**src/rtl/ov7670_stream_rx.sv**
```systemverilog
// ov7670_stream_rx
// Receiver for an OV7670-style parallel camera. Generates the sensor master
// clock, brings PCLK/VSYNC/HREF/DATA into the system clock domain, assembles
// 1- or 2-byte pixels, optionally decimates in H and V, and emits each kept
// pixel together with its frame-buffer column/row address.
//
// Optional feature: define OV7670_RX_STATS_EN to add o_frame_count.
//
// Ports:
//   i_clk, i_n_reset        system clock, asynchronous active-low reset
//   i_start_capture         level: capture every frame while high
//   i_next_frame            pulse: arm capture of exactly one frame
//   i_PCLK, i_VS, i_HS,     sensor pins (asynchronous to i_clk)
//   i_DATA
//   o_XCLK                  sensor master clock
//   o_pixel_data            assembled pixel, first byte in the MSBs
//   o_h_addr, o_v_addr      output column / row of o_pixel_data
//   o_valid                 one-cycle strobe qualifying pixel + addresses
//   o_frame_done            one-cycle strobe at the end of a captured frame
//   o_error                 sticky frame-geometry error, cleared at frame start
//   o_frame_count           (OV7670_RX_STATS_EN only) captured frame counter
//
// Output handshake: o_valid is a pure strobe with no ready/backpressure; the
// consumer must accept pixel and addresses in the cycle o_valid is high.
module ov7670_stream_rx #(
  parameter int DATA_WIDTH      = 8,
  parameter int H_WIDTH         = 640,
  parameter int V_WIDTH         = 480,
  parameter int BYTES_PER_PIXEL = 2,
  parameter int PXL_WIDTH       = DATA_WIDTH * BYTES_PER_PIXEL,
  parameter int DECIM           = 1,
  parameter int CLK_FREQ        = 100_000_000,
  parameter int XCLK_FREQ       = 24_000_000
) (
  input  logic                               i_clk,
  input  logic                               i_n_reset,
  input  logic                               i_start_capture,
  input  logic                               i_next_frame,
  input  logic                               i_PCLK,
  input  logic                               i_VS,
  input  logic                               i_HS,
  input  logic [DATA_WIDTH-1:0]              i_DATA,
  output logic                               o_XCLK,
  output logic [PXL_WIDTH-1:0]               o_pixel_data,
  output logic [$clog2(H_WIDTH/DECIM):0]     o_h_addr,
  output logic [$clog2(V_WIDTH/DECIM):0]     o_v_addr,
  output logic                               o_valid,
  output logic                               o_frame_done,
`ifdef OV7670_RX_STATS_EN
  output logic [15:0]                        o_frame_count,
`endif
  output logic                               o_error
);

  localparam int DIV_RAW = CLK_FREQ / (2 * XCLK_FREQ);
  localparam int DIV     = (DIV_RAW > 1) ? DIV_RAW : 1;
  localparam int DIV_W   = $clog2(DIV + 1);
  localparam int HA_W    = $clog2(H_WIDTH / DECIM) + 1;
  localparam int VA_W    = $clog2(V_WIDTH / DECIM) + 1;
  // One spare bit so over-long lines / frames remain distinguishable.
  localparam int HC_W    = $clog2(H_WIDTH + 1) + 1;
  localparam int LC_W    = $clog2(V_WIDTH + 1) + 1;
  localparam int PH_W    = 2;
  localparam int DSH     = $clog2(DECIM);

  localparam logic [HC_W-1:0] H_MAX  = HC_W'(H_WIDTH);
  localparam logic [LC_W-1:0] V_MAX  = LC_W'(V_WIDTH);
  localparam logic [HC_W-1:0] H_MASK = HC_W'(DECIM - 1);
  localparam logic [LC_W-1:0] L_MASK = LC_W'(DECIM - 1);
  localparam logic [PH_W-1:0] PH_LAST = PH_W'(BYTES_PER_PIXEL - 1);

  typedef enum logic [1:0] {ST_IDLE, ST_ARM, ST_ACTIVE, ST_DONE} state_e;

  // ---------------------------------------------------------------- XCLK
  logic [DIV_W-1:0] xdiv_q;
  logic             xclk_q;

  always_ff @(posedge i_clk or negedge i_n_reset) begin
    if (!i_n_reset) begin
      xdiv_q <= '0;
      xclk_q <= 1'b0;
    end else if (xdiv_q == DIV_W'(DIV - 1)) begin
      xdiv_q <= '0;
      xclk_q <= ~xclk_q;
    end else begin
      xdiv_q <= xdiv_q + 1'b1;
    end
  end

  assign o_XCLK = xclk_q;

  // -------------------------------------------------------- synchronisers
  // Bit 0 = stage 1, bit 1 = stage 2, bit 2 = stage 3 (edge-detect history).
  logic [2:0]            pclk_s_q, vs_s_q, hs_s_q;
  logic [DATA_WIDTH-1:0] data_s1_q, data_s2_q;

  always_ff @(posedge i_clk or negedge i_n_reset) begin
    if (!i_n_reset) begin
      pclk_s_q  <= '0;
      vs_s_q    <= '0;
      hs_s_q    <= '0;
      data_s1_q <= '0;
      data_s2_q <= '0;
    end else begin
      pclk_s_q  <= {pclk_s_q[1:0], i_PCLK};
      vs_s_q    <= {vs_s_q[1:0], i_VS};
      hs_s_q    <= {hs_s_q[1:0], i_HS};
      data_s1_q <= i_DATA;
      data_s2_q <= data_s1_q;
    end
  end

  logic pclk_rise, hs_fall, vs_fall, vs_rise, hs_s2;
  assign pclk_rise = pclk_s_q[1] & ~pclk_s_q[2];
  assign hs_s2     = hs_s_q[1];
  assign hs_fall   = ~hs_s_q[1] & hs_s_q[2];
  assign vs_fall   = ~vs_s_q[1] & vs_s_q[2];
  assign vs_rise   = vs_s_q[1] & ~vs_s_q[2];

  // ------------------------------------------------------------------ FSM
  state_e state_q;
  logic   frame_done_q;
  logic   next_pend_q;

  always_ff @(posedge i_clk or negedge i_n_reset) begin
    if (!i_n_reset) begin
      state_q      <= ST_IDLE;
      frame_done_q <= 1'b0;
      next_pend_q  <= 1'b0;
    end else begin
      frame_done_q <= 1'b0;
      case (state_q)
        ST_IDLE: begin
          if (i_start_capture || i_next_frame) state_q <= ST_ARM;
        end
        // Only a VS falling edge starts a frame, so a frame already running
        // when we arm is skipped rather than joined midway.
        ST_ARM: begin
          if (vs_fall) state_q <= ST_ACTIVE;
        end
        ST_ACTIVE: begin
          if (i_next_frame) next_pend_q <= 1'b1;
          if (vs_rise) state_q <= ST_DONE;
        end
        ST_DONE: begin
          frame_done_q <= 1'b1;
          next_pend_q  <= 1'b0;
          if (i_start_capture || next_pend_q || i_next_frame) state_q <= ST_ARM;
          else                                                state_q <= ST_IDLE;
        end
        default: state_q <= ST_IDLE;
      endcase
    end
  end

  assign o_frame_done = frame_done_q;

  // ------------------------------------------------------------- datapath
  logic [HC_W-1:0]      hc_q, hc_d;
  logic [LC_W-1:0]      lc_q, lc_d;
  logic [PH_W-1:0]      phase_q, phase_d;
  logic                 line_q, line_d;   // current line has received a byte
  logic                 err_q, err_d;
  logic [PXL_WIDTH-1:0] sr_q, sr_d;
  logic                 emit;
  logic                 active;
  logic                 byte_evt;

  always_comb begin
    hc_d     = hc_q;
    lc_d     = lc_q;
    phase_d  = phase_q;
    line_d   = line_q;
    err_d    = err_q;
    sr_d     = sr_q;
    emit     = 1'b0;
    active   = (state_q == ST_ACTIVE);
    byte_evt = active && pclk_rise && hs_s2;

    if (state_q == ST_ARM && vs_fall) begin
      hc_d    = '0;
      lc_d    = '0;
      phase_d = '0;
      line_d  = 1'b0;
      err_d   = 1'b0;
    end

    if (byte_evt) begin
      line_d = 1'b1;
      sr_d   = PXL_WIDTH'({sr_q, data_s2_q});
      if (phase_q == PH_LAST) begin
        phase_d = '0;
        emit    = (hc_q < H_MAX) && ((hc_q & H_MASK) == '0) && ((lc_q & L_MASK) == '0);
        if (hc_q != '1) hc_d = hc_q + 1'b1;
      end else begin
        phase_d = phase_q + 1'b1;
      end
    end

    if (!hs_s2) phase_d = '0;

    // Line close: checks use the pre-clear phase and column count.
    if (active && hs_fall && line_q) begin
      if (phase_q != '0 || hc_q != H_MAX) err_d = 1'b1;
      hc_d   = '0;
      line_d = 1'b0;
      if (lc_q != '1) lc_d = lc_q + 1'b1;
    end

    // Frame close sees any byte/line update from the same cycle first.
    if (active && vs_rise && (lc_d != V_MAX || hs_s2)) err_d = 1'b1;
  end

  logic                 valid_q;
  logic [PXL_WIDTH-1:0] pix_q;
  logic [HA_W-1:0]      h_addr_q;
  logic [VA_W-1:0]      v_addr_q;

  always_ff @(posedge i_clk or negedge i_n_reset) begin
    if (!i_n_reset) begin
      hc_q     <= '0;
      lc_q     <= '0;
      phase_q  <= '0;
      line_q   <= 1'b0;
      err_q    <= 1'b0;
      sr_q     <= '0;
      valid_q  <= 1'b0;
      pix_q    <= '0;
      h_addr_q <= '0;
      v_addr_q <= '0;
    end else begin
      hc_q    <= hc_d;
      lc_q    <= lc_d;
      phase_q <= phase_d;
      line_q  <= line_d;
      err_q   <= err_d;
      sr_q    <= sr_d;
      valid_q <= emit;
      if (emit) begin
        pix_q    <= sr_d;
        h_addr_q <= HA_W'(hc_q >> DSH);
        v_addr_q <= VA_W'(lc_q >> DSH);
      end
    end
  end

  assign o_valid      = valid_q;
  assign o_pixel_data = pix_q;
  assign o_h_addr     = h_addr_q;
  assign o_v_addr     = v_addr_q;
  assign o_error      = err_q;

`ifdef OV7670_RX_STATS_EN
  logic [15:0] frame_cnt_q;

  // Counts in step with the o_frame_done strobe; wraps naturally.
  always_ff @(posedge i_clk or negedge i_n_reset) begin
    if (!i_n_reset)               frame_cnt_q <= '0;
    else if (state_q == ST_DONE)  frame_cnt_q <= frame_cnt_q + 16'd1;
  end

  assign o_frame_count = frame_cnt_q;
`endif

endmodule
```
**config.mk**
```make
export PLATFORM = sky130hd
export DESIGN_NAME = ov7670_stream_rx
export DESIGN_NICKNAME = d
export VERILOG_FILES = /design/src/rtl/ov7670_stream_rx.sv
export SDC_FILE = /design/constraint.sdc
export NUM_CORES = 1
export LEC_CHECK = 0
export CORE_MARGIN = 4
export CORE_UTILIZATION = 50
export CTS_BUF_LIST = sky130_fd_sc_hd__clkbuf_8
export CTS_CLUSTER_SIZE = 14
export DETAILED_ROUTE_END_ITERATION = 10
export HOLD_SLACK_MARGIN = 0.08
export PLACE_DENSITY = 0.73
export SYNTH_ARGS = -nofsm -noshare
export SYNTH_HDL_FRONTEND = slang
export SYNTH_SLANG_ARGS = --single-unit
```
**constraint.sdc**
```tcl
create_clock -name i_clk -period 3.6 [get_ports i_clk]
set_clock_uncertainty 0.05 [all_clocks]
set_input_delay 0.72 -clock i_clk [delete_from_list [all_inputs] [get_ports i_clk]]
set_output_delay 0.72 -clock i_clk [all_outputs]
set_load 0.02 [all_outputs]
```
### After elaboration in Yosys (flattened, before gate mapping)

Index checks and enable logic that the tools add are counted.

| word-level totals | value |
|---|---|
| bits of input ports | 15 |
| register bits | 111 |
| logic and storage cells | 97 |

| cells by class | value |
|---|---|
| magnitude comparators | 1 |
| muxes and demuxes | 31 |
| reductions and logical operators | 18 |
| equality and inequality tests | 14 |
| bitwise gates (word level) | 9 |
| add/subtract/negate cells | 4 |

Operator list:

| kind | number |
|---|---|
| 2-to-1 mux 11 bit | 5 |
| 2-to-1 mux 10 bit | 3 |
| 2-to-1 mux 16 bit | 1 |
| 2-to-1 mux 2 bit | 8 |
| 2-to-1 mux 1 bit | 12 |
| adder 11 x 1 -> 11 bit, second input constant | 1 |
| less-than comparator 11 x 10 -> 1 bit, second input constant | 1 |
| inequality test 11 x 10 -> 1 bit, second input constant | 1 |
| inequality test 11 bit, second input constant | 1 |
| adder 10 x 1 -> 10 bit, second input constant | 1 |
| inequality test 10 bit, second input constant | 1 |
| inequality test 10 x 9 -> 1 bit, second input constant | 1 |
| inequality test 2 bit, second input constant | 4 |
| case mux 2 bit (4 select lines) | 1 |
| logical AND 1 bit | 7 |
| equality test 2 x 1 -> 1 bit, second input constant | 3 |
| logical OR 1 bit | 5 |
| inverter 1 bit | 5 |
| adder 2 x 1 -> 2 bit, second input constant | 2 |
| AND 1 bit | 4 |
| equality test 2 bit, second input constant | 2 |
| nonzero test 2 bit | 2 |
| inequality test 3 x 1 -> 1 bit, second input constant | 1 |
| AND reduction 3 bit | 1 |
| other kinds (4) | 4 |

### Longest topological paths before layout

Gate-level depths: netlist (run 1).

| depth | value |
|---|---|
| depth in word-level cells | 10 |
| depth in mapped cells | 11 |
| gate-level depth less buffers | 8 |

### Worst setup path after synthesis (run 1)

OpenSTA, ideal clock, no wires.

| path | value |
|---|---|
| path kind | flip-flop to flip-flop |
| from | register state_q[0] |
| to | register hc_q[6] |
| arrival time | 1.998 ns |
| buffers on the path | 2 |
| period minus slack after synthesis | 2.126 ns |
| path slack | 1.474 ns |
| required time | 3.472 ns |
| cell stages (with the launch flop) | 10 |
| cell sequence | dfrtp_1 > inv_1 > ha_1 > clkbuf_2 > nand4b_1 > buf_4 > nor2_8 > nand2_4 > or4_2 > a21oi_1 |

| between the ends | value |
|---|---|
| word-level cells in the longest chain between the ends | 7 |
| elaborated cells on any way between the ends | 12 |
| those cells by class | eq/ne: 2; mux: 5; reduce/logical: 5 |

RTL lines:

| item | RTL line | source |
|---|---|---|
| start, declared | 121 | `state_e state_q;` |
| start signal, assigned | 127 | `state_q <= ST_IDLE;` |
| start signal, assigned | 134 | `if (i_start_capture \|\| i_next_frame) state_q <= ST_ARM;` |
| start signal, assigned | 139 | `if (vs_fall) state_q <= ST_ACTIVE;` |
| equality test 2 x 1 -> 1 bit | 180 | `if (state_q == ST_ARM && vs_fall) begin` |
| logical AND 1 bit | 180 |  |
| 2-to-1 mux 11 bit | 180 |  |
| 2-to-1 mux 11 bit | 194 | `if (hc_q != '1) hc_d = hc_q + 1'b1;` |
| 2-to-1 mux 11 bit | 191 | `if (phase_q == PH_LAST) begin` |
| 2-to-1 mux 11 bit | 188 | `if (byte_evt) begin` |
| 2-to-1 mux 11 bit (*) | 203 | `if (active && hs_fall && line_q) begin` |
| via hc_d[6] | 159 | `logic [HC_W-1:0] hc_q, hc_d;` |
| end signal, assigned | 221 | `hc_q <= '0;` |
| end signal, assigned | 232 | `hc_q <= hc_d;` |
| end, declared | 159 |  |

The timed path passes the listed nets; every way through them passes the cells marked *.
A chain may end at the register's enable or synchronous reset.

### Final worst setup path (run 1)

| path | value |
|---|---|
| from | register state_q[0] |
| to | register err_q, in the netlist o_error |

| between the ends | value |
|---|---|
| word-level cells in the longest chain between the ends | 9 |
| elaborated cells on any way between the ends | 16 |
| those cells by class | eq/ne: 3; mux: 7; reduce/logical: 6 |

RTL lines:

| item | RTL line | source |
|---|---|---|
| equality test 2 x 1 -> 1 bit | 180 |  |
| logical AND 1 bit | 180 |  |
| 2-to-1 mux 10 bit | 180 |  |
| 2-to-1 mux 10 bit | 207 | `if (lc_q != '1) lc_d = lc_q + 1'b1;` |
| 2-to-1 mux 10 bit | 203 |  |
| inequality test 10 x 9 -> 1 bit | 211 | `if (active && vs_rise && (lc_d != V_MAX \|\| hs_s2)) err_d = 1'b1;` |
| logical OR 1 bit | 211 |  |
| logical AND 1 bit | 211 |  |
| 2-to-1 mux 1 bit (*) | 211 |  |
| via err_d | 163 | `logic err_q, err_d;` |
| end signal, assigned | 236 | `err_q <= err_d;` |
| end, declared | 163 |  |

Marks and branches as above.

==> impl_metrics.toml, run 1 <==
[run_status]
outcome = "finished, final reports clean"

[finish]
fin_nets = 444
fillers = 696
multi_input_area_um2 = 1700
final_cell_mix = "111 x dfrtp_1, 54 x clkdlybuf4s50_1, 49 x mux2_2"
n_antenna_cell = 0
drive_gt1_share_pct = 20.2
final_common_cell = "dfrtp_1"
ff_latch_area_um2 = 2780
area_delta_synth_final_pct = 17.9
stdcell_count = 534

[global_route]
grt_pass1_vias = 2972
antenna_found_initial = 0
grt_usage_pct = 16.1
grt_max_degree = 94
grt_remaining_overflow = 0
grt_pass1_wl_um = 14300

[sta]
final.setup.tns_ps = 0
worst_pin_slew_ps = 687
setup_viol = 0
holdWs_ps = 150
rsz0062_at_grt = "no"
drv_slew = 0
period_share_pct = 76.6
period_minus_slack_ps = 2760
hold_viol = 0
relSlewSlack_pct = 54.2
max_clock_freq_ghz = 0.362

[synth]
async_reset_ff_share_pct = 100
synth_edf_count = 0
synth_area_per_cell_um2 = 12.6
synth_area_um2 = 4610
syn_nets = 390
ys.flop_type = "dfrtp_1"
ys_seq_area_share_pct = 60.2
ys_ff_latch = 111
yosysWarnings = 0
synth.distinct_cells = 56
synth_cells = 367

[setup_path]
rrSetupSlack_ps = 840
crit_type = "reg2reg"
cp-start-kind = "flop"
crit_chain = "inv_1, ha_1, and4b_1, o31ai_4, or3_1, a211oi_1, a22oi_1"
cp.required_ps = 3800
slowest_delay_ps = 690
path_max_fanout = 17
arrival_ps = 2960
slowest_stage = "and4b_1"
worstSetupEndpointType = "flop"

[clock_tree]
cts_buffer_depth = 2
cts-buffers-inserted = 9
clk_latency_ps = 370
cts_resized = 0
clk_pin_slew_worst_paths_ps = 110
htree_levels = 3
cts_setup_buffers = 0
ctsHoldBuffers = 0
cts_tree = "done"
cts_root_buffer = "clkbuf_8"
cts_sinks = 111

[route]
drc = 0
num_vias = 3027
post_drt_via_cell_ratio = 5.67
drt-pass1-iter-count = 5
wl_per_cell_um = 15.7
drt_iter0_markers = 182
ant_nets = 0
drt-total-wl_um = 8370

[hold_path]
min_path_type = "in2async"

[floorplanning]
die_area_um2 = 10800
io_pins = 56
start_util_pct = 52.1
core_area_um2 = 8850
rows = 34
die_y_um = 104
die_w_um = 104

[pwr]
powerDensity_nw_per_um2 = 510
power_leakage_uw = 0.00247
peakVddDrop_v = 0.000270

[placed_design]
place_hpwl_um = 5660
gp_congestion = 0.881
io_buffers = 55
dp.cells = 518

[run]
maxCapViolCount = 0
## worst max-delay path: cells and delay by family, from the launching register on
kind	cells	cell delay, ps
compound gates	3	620
fa+ha+maj	1	300
buf+inv	1	120
flops	1	440
simple gates	2	1110
## power breakdown
group | internal [uW] | total (uW) | switching, uW
Combinational | 252 | 523 | 271
Sequential | 1420 | 1520 | 107
Clock | 273 | 727 | 454
## layer usage
layer	track usage, %	share of wire, %	vias up
li1	-	-	1421
met1	21.7	45	1488
met2	25.4	47	102
met3	2.86	5.8	16
met4	7.22	2.4	0
met5	0	0	-
## cell usage after synthesis, types with 4 or more instances
| cell type | n | area share (%) |
|---|---|---|
| o21ai_0 | 26 | 2.8 |
| a21oi_1 | 20 | 2.2 |
| xnor2_1 | 4 | 0.76 |
| ha_1 | 8 | 2.2 |
| nand2_1 | 24 | 2.0 |
| a31oi_1 | 6 | 0.81 |
| inv_1 | 10 | 0.81 |
| nand3_1 | 12 | 1.3 |
| buf_2 | 8 | 0.87 |
| dfrtp_1 | 111 | 60 |
| nor2_1 | 16 | 1.3 |
| nor4b_1 | 4 | 0.76 |
| a22oi_1 | 4 | 0.65 |
| nand3b_1 | 4 | 0.65 |
| nand4b_1 | 4 | 0.76 |
| mux2_2 | 49 | 12 |
## cell families after synthesis
kind of cell / Yosys count / share of synthesized area [%]
fa+ha+maj: 8 / 2.17
compound gates: 72 / 9.66
xor+xnor: 4 / 0.760
buf+inv: 26 / 2.96
flops: 111 / 60.2
simple gates: 96 / 12.0
mux: 50 / 12.2
## sequential cells by signal (all words and copies together), names as in the netlist
| name | flops |
|---|---|
| o_pixel_data | 16 |
| sr_q | 16 |
| hc_q | 11 |
| o_h_addr | 11 |
| lc_q | 10 |
| o_v_addr | 10 |
| data_s1_q | 8 |
| data_s2_q | 8 |
| hs_s_q | 3 |
| pclk_s_q | 3 |
| vs_s_q | 3 |
| phase_q | 2 |
| state_q | 2 |
| xdiv_q | 2 |
| line_q | 1 |
| next_pend_q | 1 |
| o_XCLK | 1 |
| o_error | 1 |
| o_frame_done | 1 |
| o_valid | 1 |
## cell type report
type	count	share of cell area (%)
sequential	111	51.1
multi-input combinational	230	31.2
timing repair buffer	59	10.9
tap	108	2.48
clock buffer	9	2.28
clock inverter	7	1.40
inverter	10	0.690
## final timing paths
check                                       end  depth (start not counted)        from
worst max-delay path                    o_error                          7  state_q[0]
worst min-delay path                o_h_addr[4]                          1   i_n_reset
worst max register to register          o_error                          7  state_q[0]
worst min register to register        hs_s_q[1]                          0   hs_s_q[0]
max in group asynchronous       o_pixel_data[0]                          2   i_n_reset
min in group i_clk                    hs_s_q[1]                          0   hs_s_q[0]
## through the flow
stage	instance area [um^2]	power (uW)	util, %	setup slack [ps]
finish	5440	2770	61.5	841
global route	5440	2940	61.5	600
CTS	5440	2810	61.5	838
detailed placement	5240	2080	59.2	876
global placement	5240	2050	59.2	975
floorplan	4610	1870	-	1470
No activity file was read; power rests on OpenSTA's default activity.
==> inputs of run 2 (changes only) <==
- PLACE_DENSITY: 0.73 -> 0.76
- clock period: 3.6 -> 2.35 ns (I/O delays scaled with it)
==> impl_metrics.toml, run 2 (same netlist as run 1, synthesis figures left out) <==
[pwr]
power_leakage_uw = 0.00253
peakVddDrop_v = 0.000466
powerDensity_nw_per_um2 = 771
total_power_uw = 4300

[global_route]
antenna_found_initial = 0
grt_pass1_vias = 3116
grt_remaining_overflow = 0
grt_max_degree = 49
grt_usage_pct = 16.3
grt_pass1_wl_um = 14600

[placed_design]
gp_congestion = 0.883
place_ws_ps = -10.3
io_buffers = 55
place_hpwl_um = 5770

[route]
post_drt_via_cell_ratio = 5.64
ant_nets = 0
num_vias = 3092
drt-pass1-iter-count = 4
drt_iter0_markers = 111
drt-total-wl_um = 8430
wl_per_cell_um = 15.4
drc = 0

[hold_path]
hold_end = "data_s2_q[3]"
holdPathStages = 0
min_path_type = "reg2reg"
min_from = "data_s1_q[3]"

[sta]
setup_viol = 0
final.setup.tns_ps = 0
relSlewSlack_pct = 57.9
max_clock_freq_ghz = 0.451
hold_viol = 0
period_share_pct = 94.4
holdWs_ps = 308
final.setup.worst_slack_ps = 133
worst_pin_slew_ps = 631
drv_slew = 0
period_minus_slack_ps = 2220

[run_status]
outcome = "finished, final reports clean"

[finish]
fin_nets = 458
area_delta_synth_final_pct = 20.9
final_common_cell = "dfrtp_1"
n_antenna_cell = 0
final_cell_mix = "110 x dfrtp_1, 54 x clkdlybuf4s50_1, 49 x mux2_2"
fin_util_pct = 63.0
drive_gt1_share_pct = 23.9

[clock_tree]
cts_tree = "done"
cts_root_buffer = "clkbuf_8"
clk_pin_slew_worst_paths_ps = 110
htree_levels = 3
cts-buffers-inserted = 9
cts_sinks = 111
clk_latency_ps = 370
cts_buffer_depth = 2

[setup_path]
crit_chain = "inv_1, ha_1, inv_1, or2_2, and2_2, o21ai_0, a211oi_2, a22oi_1"
crit_type = "reg2reg"
slowest_delay_ps = 450
cp-start-kind = "flop"
rrSetupSlack_ps = 130
crit_top_cell = "inv_1"
path_delay_family = "simple AND/OR/NAND/NOR gates"
r2r-start = "state_q[1]"
arrival_ps = 2460
r2r-end = "o_error"
critical_path_buf_inv_count = 2
path_max_fanout = 12
ff2ff_path_depth = 8
slowest_stage = "dfrtp_1"
worstSetupEndpointType = "flop"
cp.required_ps = 2590

[floorplanning]
io_pins = 56
die_area_um2 = 10800
die_y_um = 104
core_area_um2 = 8850
start_util_pct = 52.1
die_w_um = 104
rows = 34

[run]
maxCapViolCount = 0
-- run 2: layer usage --
layer  global-route usage (%)  share of wire (%)  up-vias
met1                     21.2                 45     1544
met5                        0                  0        -
met4                     6.84                2.0        0
met2                     26.4                 47       84
met3                     3.66                5.7       16
li1                         -                  -     1448
-- run 2: how the worst max path moves through the flow --
stage | end | slack, ps | cells after the start | start
6_report | o_error | 130 | 8 | state_q[1]
3_3_place_gp | o_error | -10 | 7 | lc_q[1]
2_1_floorplan | hc_q[6] | 220 | 9 | state_q[0]
5_1_grt | o_error | -20 | 8 | state_q[1]
4_1_cts | o_error | 40 | 7 | state_q[0]
3_5_place_dp | o_error | -10 | 7 | lc_q[1]
-- run 2: per-stage QoR --
step / std cells / cell area [um^2]
after global routing: 548 / 5580
after global placement: 528 / 5330
after floorplan: 367 / 4610
final: 548 / 5580
after detailed placement: 528 / 5330
after CTS: 547 / 5550
-- run 2: power by group --
group | internal [uW] | switching [uW] | total [uW]
clock network | 412 | 685 | 1100
registers | 2170 | 142 | 2310
logic | 438 | 452 | 890
total | 3020 | 1280 | 4300
-- run 2: area by class of cell --
type                       count  area (um^2)
clock buffer                   9          124
clock inverter                 7         65.1
fill                         724         3270
inverter                      10         37.5
multi-input combinational    230         1720
sequential                   111         2780
tap                          108          135
timing repair buffer          73          711
-- run 2: what timing repair did --
item                       CTS  global route
pin swaps                    2             1
setup endpoints to repair    2             4
resized for setup            1             6
hold endpoints to repair    18             0
hold buffers                 1             0
buffers inserted             2             1
